==> src/rtl/frame_column_writer_if.sv <==
// Configuration word stream between the bitstream source and one column writer.
// Latency: none (plain wires); a word transfers on a cycle with cfg_valid and cfg_ready both high.
// Backpressure: the writer drops cfg_ready while it strobes a frame; the source must hold its word.
// Signals:
//   cfg_data  - 32-bit configuration word (header or frame data row)
//   cfg_valid - source has a word on cfg_data
//   cfg_ready - writer accepts the word this cycle
interface frame_column_writer_if;
  logic [31:0] cfg_data;
  logic        cfg_valid;
  logic        cfg_ready;

  // Word source side.
  modport master (
    output cfg_data,
    output cfg_valid,
    input  cfg_ready
  );

  // Column writer side.
  modport slave (
    input  cfg_data,
    input  cfg_valid,
    output cfg_ready
  );
endinterface

==> src/rtl/frame_column_writer.sv <==
// Column configuration driver: assembles NumRows config words into FrameData, then pulses one FrameStrobe bit.
// Latency: FrameStrobe rises on the edge that accepts the last row word, stays high StrobeWidth cycles, then one hold cycle.
// Backpressure: cfg_ready is high in IDLE/LOAD/SKIP and low during STROBE and HOLD; cfg_valid low simply stalls.
// Ports:
//   CLK, resetn  - configuration clock, asynchronous active-low reset
//   cfg_if       - config word stream (slave side: cfg_data, cfg_valid in; cfg_ready out)
//   FrameData    - registered frame data, row k at [k*FrameBitsPerRow +: FrameBitsPerRow]
//   FrameStrobe  - registered one-hot frame write strobe
//   busy         - high whenever the writer is not in IDLE
//   err_opcode   - sticky: a header carried an opcode other than 0xA5
//   err_frame    - sticky: a header carried a frame index >= MaxFramesPerCol
//   err_clr      - synchronous clear of both error flags (wins over a same-cycle set)
module frame_column_writer #(
  parameter int MaxFramesPerCol = 20,
  parameter int FrameBitsPerRow = 32,
  parameter int NumRows         = 4,
  parameter int ColIndex        = 0,
  parameter int StrobeWidth     = 2
) (
  input  logic                                 CLK,
  input  logic                                 resetn,
  frame_column_writer_if.slave                 cfg_if,
  output logic [FrameBitsPerRow*NumRows-1:0]   FrameData,
  output logic [MaxFramesPerCol-1:0]           FrameStrobe,
  output logic                                 busy,
  output logic                                 err_opcode,
  output logic                                 err_frame,
  input  logic                                 err_clr
);

  // FSM encoding
  localparam logic [2:0] ST_IDLE   = 3'd0;
  localparam logic [2:0] ST_LOAD   = 3'd1;
  localparam logic [2:0] ST_SKIP   = 3'd2;
  localparam logic [2:0] ST_STROBE = 3'd3;
  localparam logic [2:0] ST_HOLD   = 3'd4;

  localparam logic [7:0] OP_WRITE_FRAME = 8'hA5;

  // Row counter is at least one bit wide so a single-row column still elaborates.
  localparam int RowW = (NumRows > 1) ? $clog2(NumRows) : 1;
  localparam logic [RowW-1:0] LAST_ROW = RowW'(NumRows - 1);

  // StrobeWidth is limited to 1..15, so four bits always suffice.
  localparam logic [3:0] STROBE_LAST = 4'(StrobeWidth - 1);

  localparam int DataW = FrameBitsPerRow * NumRows;

  // State registers
  logic [2:0]                 state_q,  state_d;
  logic [RowW-1:0]            row_q,    row_d;
  logic [4:0]                 frame_q,  frame_d;
  logic [3:0]                 scnt_q,   scnt_d;
  logic [DataW-1:0]           data_q,   data_d;
  logic [MaxFramesPerCol-1:0] strobe_q, strobe_d;
  logic                       err_op_q, err_op_d;
  logic                       err_fr_q, err_fr_d;

  // Header fields
  logic [7:0] hdr_opcode;
  logic [4:0] hdr_column;
  logic [4:0] hdr_frame;
  logic       hdr_frame_bad;
  logic       hdr_col_other;

  logic                       cfg_ready;
  logic                       accept;
  logic                       set_err_op;
  logic                       set_err_fr;
  logic [MaxFramesPerCol-1:0] frame_onehot;

  assign hdr_opcode    = cfg_if.cfg_data[31:24];
  assign hdr_column    = cfg_if.cfg_data[12:8];
  assign hdr_frame     = cfg_if.cfg_data[4:0];
  assign hdr_frame_bad = ({27'd0, hdr_frame} >= 32'(MaxFramesPerCol));
  assign hdr_col_other = (hdr_column != 5'(ColIndex));

  // The writer only listens while collecting headers or row words.
  assign cfg_ready = (state_q == ST_IDLE) || (state_q == ST_LOAD) || (state_q == ST_SKIP);
  assign accept    = cfg_if.cfg_valid && cfg_ready;

  // Decode of the latched frame index; only consulted once the header passed the range check.
  always_comb begin
    frame_onehot = '0;
    for (int i = 0; i < MaxFramesPerCol; i++) begin
      frame_onehot[i] = (frame_q == 5'(i));
    end
  end

  always_comb begin
    state_d    = state_q;
    row_d      = row_q;
    frame_d    = frame_q;
    scnt_d     = scnt_q;
    data_d     = data_q;
    strobe_d   = strobe_q;
    set_err_op = 1'b0;
    set_err_fr = 1'b0;

    case (state_q)
      ST_IDLE: begin
        if (accept) begin
          if (hdr_opcode != OP_WRITE_FRAME) begin
            // Bad opcode: no data words follow, so the word is simply dropped.
            set_err_op = 1'b1;
          end else if (hdr_frame_bad) begin
            set_err_fr = 1'b1;
            row_d      = '0;
            state_d    = ST_SKIP;
          end else if (hdr_col_other) begin
            // Frame for another column: consume its rows silently.
            row_d   = '0;
            state_d = ST_SKIP;
          end else begin
            frame_d = hdr_frame;
            row_d   = '0;
            state_d = ST_LOAD;
          end
        end
      end

      ST_LOAD: begin
        if (accept) begin
          for (int r = 0; r < NumRows; r++) begin
            if (row_q == RowW'(r)) begin
              data_d[r*FrameBitsPerRow +: FrameBitsPerRow] = cfg_if.cfg_data[FrameBitsPerRow-1:0];
            end
          end
          if (row_q == LAST_ROW) begin
            // Strobe is registered on the same edge as the last row, so it
            // appears the cycle right after that word was presented.
            strobe_d = frame_onehot;
            scnt_d   = '0;
            state_d  = ST_STROBE;
          end else begin
            row_d = row_q + 1'b1;
          end
        end
      end

      ST_SKIP: begin
        if (accept) begin
          if (row_q == LAST_ROW) begin
            state_d = ST_IDLE;
          end else begin
            row_d = row_q + 1'b1;
          end
        end
      end

      ST_STROBE: begin
        if (scnt_q == STROBE_LAST) begin
          strobe_d = '0;
          state_d  = ST_HOLD;
        end else begin
          scnt_d = scnt_q + 1'b1;
        end
      end

      ST_HOLD: begin
        // One idle cycle keeps FrameData stable after the strobe falls.
        state_d = ST_IDLE;
      end

      default: begin
        strobe_d = '0;
        state_d  = ST_IDLE;
      end
    endcase

    // Clear beats a same-cycle set.
    err_op_d = err_clr ? 1'b0 : (err_op_q | set_err_op);
    err_fr_d = err_clr ? 1'b0 : (err_fr_q | set_err_fr);
  end

  always_ff @(posedge CLK or negedge resetn) begin
    if (!resetn) begin
      state_q  <= ST_IDLE;
      row_q    <= '0;
      frame_q  <= '0;
      scnt_q   <= '0;
      data_q   <= '0;
      strobe_q <= '0;
      err_op_q <= 1'b0;
      err_fr_q <= 1'b0;
    end else begin
      state_q  <= state_d;
      row_q    <= row_d;
      frame_q  <= frame_d;
      scnt_q   <= scnt_d;
      data_q   <= data_d;
      strobe_q <= strobe_d;
      err_op_q <= err_op_d;
      err_fr_q <= err_fr_d;
    end
  end

  assign cfg_if.cfg_ready = cfg_ready;
  assign FrameData        = data_q;
  assign FrameStrobe      = strobe_q;
  assign busy             = (state_q != ST_IDLE);
  assign err_opcode       = err_op_q;
  assign err_frame        = err_fr_q;

endmodule

==> src/flat_wrapper.sv <==
// flat-port wrapper written by rule: the top's interface ports become plain ports
module frame_column_writer_flat 
#(
  parameter int MaxFramesPerCol = 20,
  parameter int FrameBitsPerRow = 32,
  parameter int NumRows         = 4,
  parameter int ColIndex        = 0,
  parameter int StrobeWidth     = 2
)
  (CLK, resetn, FrameData, FrameStrobe, busy, err_opcode, err_frame, err_clr, cfg_if_cfg_data, cfg_if_cfg_valid, cfg_if_cfg_ready);
  frame_column_writer_if cfg_if_i ();
  input  logic CLK;
  input  logic resetn;
  output logic [FrameBitsPerRow*NumRows-1:0] FrameData;
  output logic [MaxFramesPerCol-1:0] FrameStrobe;
  output logic busy;
  output logic err_opcode;
  output logic err_frame;
  input  logic err_clr;
  input wire logic [$bits(cfg_if_i.cfg_data)-1:0] cfg_if_cfg_data;
  input wire logic [$bits(cfg_if_i.cfg_valid)-1:0] cfg_if_cfg_valid;
  output wire logic [$bits(cfg_if_i.cfg_ready)-1:0] cfg_if_cfg_ready;
  assign cfg_if_i.cfg_data = cfg_if_cfg_data;
  assign cfg_if_i.cfg_valid = cfg_if_cfg_valid;
  assign cfg_if_cfg_ready = cfg_if_i.cfg_ready;
  frame_column_writer #(.MaxFramesPerCol(MaxFramesPerCol), .FrameBitsPerRow(FrameBitsPerRow), .NumRows(NumRows), .ColIndex(ColIndex), .StrobeWidth(StrobeWidth)) u_core (.CLK(CLK), .resetn(resetn), .cfg_if(cfg_if_i), .FrameData(FrameData), .FrameStrobe(FrameStrobe), .busy(busy), .err_opcode(err_opcode), .err_frame(err_frame), .err_clr(err_clr));
endmodule
==> config.mk <==
export PLATFORM = sky130hd
export DESIGN_NAME = frame_column_writer_flat
export DESIGN_NICKNAME = d
export VERILOG_FILES = /design/src/rtl/frame_column_writer_if.sv /design/src/rtl/frame_column_writer.sv /design/src/flat_wrapper.sv
export SDC_FILE = /design/constraint.sdc
export NUM_CORES = 1
export LEC_CHECK = 0
export CORE_UTILIZATION = 43
export DETAILED_ROUTE_END_ITERATION = 10
export GPL_TIMING_DRIVEN = 1
export PLACE_DENSITY = 0.72
export SYNTH_ARGS = -nofsm -noshare
export SYNTH_HDL_FRONTEND = slang
export SYNTH_SLANG_ARGS = --single-unit
==> constraint.sdc <==
create_clock -name CLK -period 1.8 [get_ports CLK]
set_input_delay 0.36 -clock CLK [delete_from_list [all_inputs] [get_ports CLK]]
set_output_delay 0.36 -clock CLK [all_outputs]
set_load 0.01 [all_outputs]
==> flow_metrics.env, run 1 <==
export IMPL_status="finished with violations"
export IMPL_violations="setup timing"
export IMPL_antenna_left=0
export IMPL_antenna_found_initial=0
export IMPL_seq_area_um2=4110
export IMPL_dr_pass1_iters=4
export IMPL_powerDensity_nw_per_um2=1620
export IMPL_cp_end_kind="register"
export IMPL_yosysTopAreaCell="dfrtp_1"
export IMPL_yosysSeqAreaShare_pct=60.3
export IMPL_drc_errors=0
export IMPL_synthMuxAreaShare_pct=27.1
export IMPL_grt_max_degree=50
export IMPL_arrival_ps=2190
export IMPL_period_share_pct=105
export IMPL_clk_latency_ps=420
export IMPL_start_kind="register"
export IMPL_period_needed_ps=1900
export IMPL_hold_viol=0
export IMPL_multi_input_area_um2=2480
export IMPL_yosys_top_cells_count="dfrtp_1 (164), mux2_2 (124), nor2_1 (24)"
export IMPL_clock_skew_ps=7.34
export IMPL_ys_warn_count=0
export IMPL_vias=4418
export IMPL_routedWlPerCell_um=17.8
export IMPL_port_buffers=187
export IMPL_dp_hpwl_mm=11.6
export IMPL_relSlewSlack_pct=66.4
export IMPL_wl_mm=16.0
export IMPL_setup_viol=21
export IMPL_synth_most_common_cell="dfrtp_1"
export IMPL_root_buffer="clkbuf_16"
export IMPL_clock_fmax_mhz=528
export IMPL_diodes=0
export IMPL_synth_cells=435
export IMPL_synth_top_family_by_area="multiplexers"
export IMPL_tightestPinTransition_ps=504
export IMPL_syn_area_um2=6810
export IMPL_die_x_um=128
export IMPL_synth_seq_cells=164
export IMPL_ios=188
export IMPL_slew_violations=0
export IMPL_htree_levels=4
export IMPL_drtIter0Drc=119
export IMPL_worst_ir_drop_vdd_mv=0.933
export IMPL_syn_avg_cell_area_um2=15.6
export IMPL_min_path_type="input pin to register"
export IMPL_core_um2=15300
export IMPL_globalRoute_totalOverflow=0
export IMPL_synthAdderAreaFrac_pct=1.25
export IMPL_final_util_pct=65.0
export IMPL_synthXorXnorAreaFrac_pct=0.386
export IMPL_nets=716
export IMPL_crit_fanout=8
export IMPL_die_height_um=128
export IMPL_cts_buffers=17
export IMPL_leakagePower_nw=4.54
export IMPL_ctsLongestPathBuffers=2
export IMPL_synth_top_area_share_pct=60.3
export IMPL_ys_flop_type="dfrtp_1"
export IMPL_synth_compound_area_share_pct=1.62
export IMPL_gp_congestion=0.793
export IMPL_whs_ps=361
export IMPL_area_growth_pct=46.3
export IMPL_initial_core_util_pct=44.4
export IMPL_fillers=1143
export IMPL_via_per_inst=4.92
export IMPL_setup_ws_ps=-95.7
export IMPL_synth_cell_types=45
export IMPL_crit_required_ps=2100
export IMPL_grt_first_pass_wirelength_mm=25.7
export IMPL_synth_edff_count=0
export IMPL_path_clk_slew_ps=60
export IMPL_path_class="register to register"
export IMPL_numClockSinks=164
export IMPL_cts_tree="built"
export IMPL_grt_usage_pct=20.8
export IMPL_ff2ff_path_depth=8
export IMPL_hold_depth=2
export IMPL_synth_area_top_cells="dfrtp_1 (60%), mux2_2 (21%), mux2_4 (4.6%)"
export IMPL_rsz0062_at_grt="yes"
export IMPL_grt_pass1_vias=4794
export IMPL_drive_gt1_share_pct=36.8
export IMPL_dieArea_um2=16300
export IMPL_async_flop_share_pct=100
export IMPL_cap_violations=0
export IMPL_yosys_area_share_simple_pct=5.83
export IMPL_rows=45
export IMPL_syn_nets=477
==> stage by stage <==
| step | worst slack, ps | power, mW | area, um^2 | std cells | TNS, ps |
|---|---|---|---|---|---|
| 4_1_cts | -179 | 16.3 | 9970 | 897 | -1860 |
| 2_1_floorplan | 5.11 | 8.59 | 6810 | 435 | 0 |
| 3_3_place_gp | -494 | 12.2 | 9250 | 859 | -20070 |
| 5_1_grt | -165 | 17.0 | 9960 | 898 | -3040 |
| 6_report | -95.7 | 16.1 | 9960 | 898 | -1740 |
| 3_5_place_dp | -532 | 12.4 | 9250 | 859 | -24240 |
==> final cells by class <==
cell class                      instances  share of cell area [%]
Sequential cell                       164                    41.2
Multi-Input combinational cell        244                    24.9
Timing Repair Buffer                  242                    24.9
Clock buffer                           18                    4.41
Tap cell                              211                    2.65
Clock inverter                         14                    1.75
Inverter                                5                   0.189
==> registers in the layout, indices dropped and copies added, names as in the netlist <==
| register | cells |
|---|---|
| u_core.state_q | 3 |
| u_core.err_opcode | 1 |
| u_core.row_q | 2 |
| u_core.frame_q | 5 |
| u_core.FrameData | 128 |
| u_core.err_frame | 1 |
| u_core.FrameStrobe | 20 |
| u_core.scnt_q | 4 |
==> worst max-delay path, stage by stage (launching register included) <==
cell	delay [ps]
dfrtp_1	380
inv_1	60
ha_2	150
or3b_4	390
nand2_4	70
o221a_4	200
buf_12	110
buf_12	120
mux2_4	290
==> placed cells by master, fill, tap and decap left out, types with 3 or more instances in the layout <==
cell	instances
nor3_1	6
mux2_4	21
nand2_4	5
bufinv_16	3
buf_4	38
mux2_2	124
mux2_1	10
nand2b_1	3
nand2_1	5
clkinvlp_4	3
dfrtp_1	162
clkinv_2	3
clkdlybuf4s50_1	183
inv_6	4
nor2_1	24
ha_1	5
nand3b_1	3
buf_12	15
inv_1	5
a21oi_1	3
clkbuf_16	17
==> layer usage <==
metal | part of all wire, % | track usage, % | vias up
met5 | 0 | 0 | -
met4 | 1.1 | 5.54 | 0
met3 | 9.0 | 9.18 | 18
met2 | 50 | 34.7 | 151
met1 | 40 | 24.4 | 2234
li1 | - | - | 2015
==> final timing paths <==
kind / start / endpoint / slack (ps)
hold reg to reg: u_core.FrameData[36]$_DFFE_PN0P_ / u_core.FrameData[36]$_DFFE_PN0P_ / 500
max in group asynchronous: resetn / u_core.FrameData[60]$_DFFE_PN0P_ / 770
setup / recovery: u_core.scnt_q[1]$_DFFE_PN0P_ / u_core.FrameStrobe[11]$_DFFE_PN0P_ / -100
setup reg to reg: u_core.scnt_q[1]$_DFFE_PN0P_ / u_core.FrameStrobe[11]$_DFFE_PN0P_ / -100
min in group asynchronous: resetn / u_core.FrameData[100]$_DFFE_PN0P_ / 460
hold / removal: cfg_if_cfg_data[9] / u_core.FrameData[73]$_DFFE_PN0P_ / 360
==> kinds of logic after synthesis <==
group | after synthesis
DFF | 164
muxes | 157
and+or+nand+nor | 63
buffers and inverters | 27
AOI/OAI and AO/OA | 14
adders and majority gates | 7
xor gates and xnor gates | 3
==> repair_timing <==
item	4_1_cts	5_1_grt
endpoints found under the hold margin	45	0
resized for setup	9	5
hold buffers	1	0
cloned	1	0
pin swaps	0	1
setup endpoints to repair	27	26
setup buffers	4	2
==> where the power goes <==
part	internal, mW	total (mW)	leakage, nW	switching (mW)
registers	5.18	6.01	2.11	0.835
clock network	2.24	3.72	0.295	1.49
logic	4.01	6.40	2.14	2.39
Note: power is estimated with default switching activity, not from simulation.
==> run 2, diff against run 1 <==
--- a/config.mk
+++ b/config.mk
@@ -8,7 +8,8 @@
 export CORE_UTILIZATION = 43
 export DETAILED_ROUTE_END_ITERATION = 10
 export GPL_TIMING_DRIVEN = 1
-export PLACE_DENSITY = 0.72
+export PLACE_DENSITY = 0.75
+export RECOVER_POWER = 25
 export SYNTH_ARGS = -nofsm -noshare
 export SYNTH_HDL_FRONTEND = slang
 export SYNTH_SLANG_ARGS = --single-unit
==> constraint.sdc (replaced) <==
create_clock -name CLK -period 1.8 [get_ports CLK]
set_input_delay 0.36 -clock CLK [delete_from_list [all_inputs] [get_ports CLK]]
set_output_delay 0.36 -clock CLK [all_outputs]
set_load 0.005 [all_outputs]
==> run 2 against run 1 <==
Highest routed layer unchanged. Non-clock buffer count grew 6. Combinational power shrank 7.7%. Total power shrank 3.8%. Final cell count grew 0.67%. The run still ends with setup timing left.
==> flow_metrics.env, run 2 (synthesis gave the netlist of run 1 again) <==
export IMPL_antenna_found_initial=0
export IMPL_netSwitchingFraction_pct=26.9
export IMPL_ios=188
export IMPL_largest_register_ffs=128
export IMPL_seq_area_um2=4110
export IMPL_crit_reg2reg_launch="u_core.scnt_q[1]$_DFFE_PN0P_"
export IMPL_htree_levels=4
export IMPL_crit_buf_inv=2
export IMPL_numClockSinks=164
export IMPL_cp_end_kind="register"
export IMPL_rows=45
export IMPL_powerDensity_nw_per_um2=1560
export IMPL_crit_fanout=9
export IMPL_grt_pass1_vias=4987
export IMPL_clock_skew_ps=10.6
export IMPL_tightestPinTransition_ps=800
export IMPL_finalSetupTns_ps=-1060
export IMPL_path_clk_slew_ps=60
export IMPL_period_needed_ps=1860
export IMPL_dp_hpwl_mm=11.9
export IMPL_seqPwrFrac_pct=38.6
export IMPL_path_class="register to register"
export IMPL_dieArea_um2=16300
export IMPL_setup_viol=20
export IMPL_clockPowerShare_pct=23.3
export IMPL_crit_chain="inv_1 -> ha_1 -> or3b_4 -> nand2_4 -> o221a_4 -> buf_12 -> mux2_4"
export IMPL_worst_ir_drop_vdd_mv=0.968
export IMPL_leakagePower_nw=4.55
export IMPL_worstHoldStart="cfg_if_cfg_data[9]"
export IMPL_core_um2=15300
export IMPL_cap_violations=0
export IMPL_relSlewSlack_pct=46.6
export IMPL_wl_mm=16.4
export IMPL_via_per_inst=4.92
export IMPL_clk_latency_ps=430
export IMPL_diodes=0
export IMPL_cts_tree="built"
export IMPL_port_buffers=187
export IMPL_vias=4448
export IMPL_die_x_um=128
export IMPL_critPathMaxStageDelay_ps=400
export IMPL_fillers=1141
export IMPL_crit_start="u_core.scnt_q[1]$_DFFE_PN0P_"
export IMPL_slew_violations=0
export IMPL_final_common_cell="clkdlybuf4s50_1"
export IMPL_violations="setup timing"
export IMPL_crit_required_ps=2100
export IMPL_gp_congestion=0.802
export IMPL_root_buffer="clkbuf_16"
export IMPL_dr_pass1_iters=4
export IMPL_period_share_pct=104
export IMPL_drtIter0Drc=100
export IMPL_setup_ws_ps=-64.2
export IMPL_critical_path_slowest_cell="or3b_4"
export IMPL_arrival_ps=2170
export IMPL_hold_viol=0
export IMPL_whs_ps=366
export IMPL_rsz0062_at_grt="yes"
export IMPL_drive_gt1_share_pct=37.1
export IMPL_grt_first_pass_wirelength_mm=26.7
export IMPL_final_cell_mix="clkdlybuf4s50_1 (183), dfrtp_1 (162), mux2_2 (124)"
export IMPL_area_growth_pct=45.9
export IMPL_antenna_left=0
export IMPL_multi_input_area_um2=2490
export IMPL_p_comb_share_pct=38.0
export IMPL_p_int_mw=11.4
export IMPL_grt_max_degree=37
export IMPL_cts_buffers=17
export IMPL_globalRoute_totalOverflow=0
export IMPL_min_path_type="input pin to register"
export IMPL_status="finished with violations"
export IMPL_ctsLongestPathBuffers=2
export IMPL_die_height_um=128
export IMPL_clock_fmax_mhz=536
export IMPL_grt_usage_pct=21.7
export IMPL_path_delay_family="simple AND/OR/NAND/NOR gates"
export IMPL_nets=722
export IMPL_routedWlPerCell_um=18.2
export IMPL_p_sw_mw=4.17
export IMPL_start_kind="register"
export IMPL_initial_core_util_pct=44.4
export IMPL_drc_errors=0
[run 2: cell count changes in the layout (fill, tap and decap cells not counted), sizes merged]
cell	change
bufinv	-1
clkbuf	+8
buf	+2
inv	-2
clkinvlp	-1
[run 2: layer usage]
layer	global-route usage [%]	part of all wire, %	vias to the layer above
met3	9.56	9.2	26
met4	8.17	1.9	0
met5	0	0	-
li1	-	-	2029
met1	25.9	41	2237
met2	34.8	48	156
[run 2: worst paths after layout]
kind | to | depth (start not counted) | slack, ps
min in group asynchronous | u_core.FrameData[69]$_DFFE_PN0P_ | 2 | 560
max in group asynchronous | u_core.FrameData[43]$_DFFE_PN0P_ | 3 | 170
setup reg to reg | u_core.FrameStrobe[14]$_DFFE_PN0P_ | 7 | -60
setup / recovery | u_core.FrameStrobe[14]$_DFFE_PN0P_ | 7 | -60
hold / removal | u_core.FrameData[105]$_DFFE_PN0P_ | 2 | 370
hold reg to reg | u_core.FrameData[36]$_DFFE_PN0P_ | 1 | 500
[run 2: stage by stage]
step	utilization, %	total power [mW]	setup WS (ps)	cells	area [um^2]
CTS	65.0	15.7	-61.9	902	9950
floorplan	-	8.03	5.11	435	6810
global route	64.8	16.4	-125	904	9930
global placement	60.4	11.7	-649	864	9260
detailed placement	60.4	11.9	-644	864	9260
finish	64.8	15.5	-64.2	904	9930
[run 2: what timing repair did]
action,in CTS,in global routing
gates resized for setup,12,5
pin swaps,3,3
buffers inserted,4,2
endpoints found under the hold margin,26,0
cloned,1,0
setup endpoints to repair,24,28
hold buffers,1,0
[run 2: area by class of cell]
cell class / count / area share, %
sequential: 164 / 41.4
inverter: 5 / 0.189
timing repair buffer: 248 / 24.7
clock buffer: 22 / 4.78
tap: 211 / 2.66
clock inverter: 10 / 1.21
multi-input combinational: 244 / 25.1
[run 2: power groups by stage]
| stage | logic [mW] | clock network [mW] | registers (mW) |
|---|---|---|---|
| floorplan | 1.96 | 0 | 6.06 |
| global placement | 5.70 | 0 | 5.95 |
| detailed placement | 5.82 | 0 | 6.06 |
| CTS | 5.98 | 3.68 | 6.01 |
| global route | 6.34 | 3.85 | 6.17 |
| finish | 5.91 | 3.63 | 6.00 |
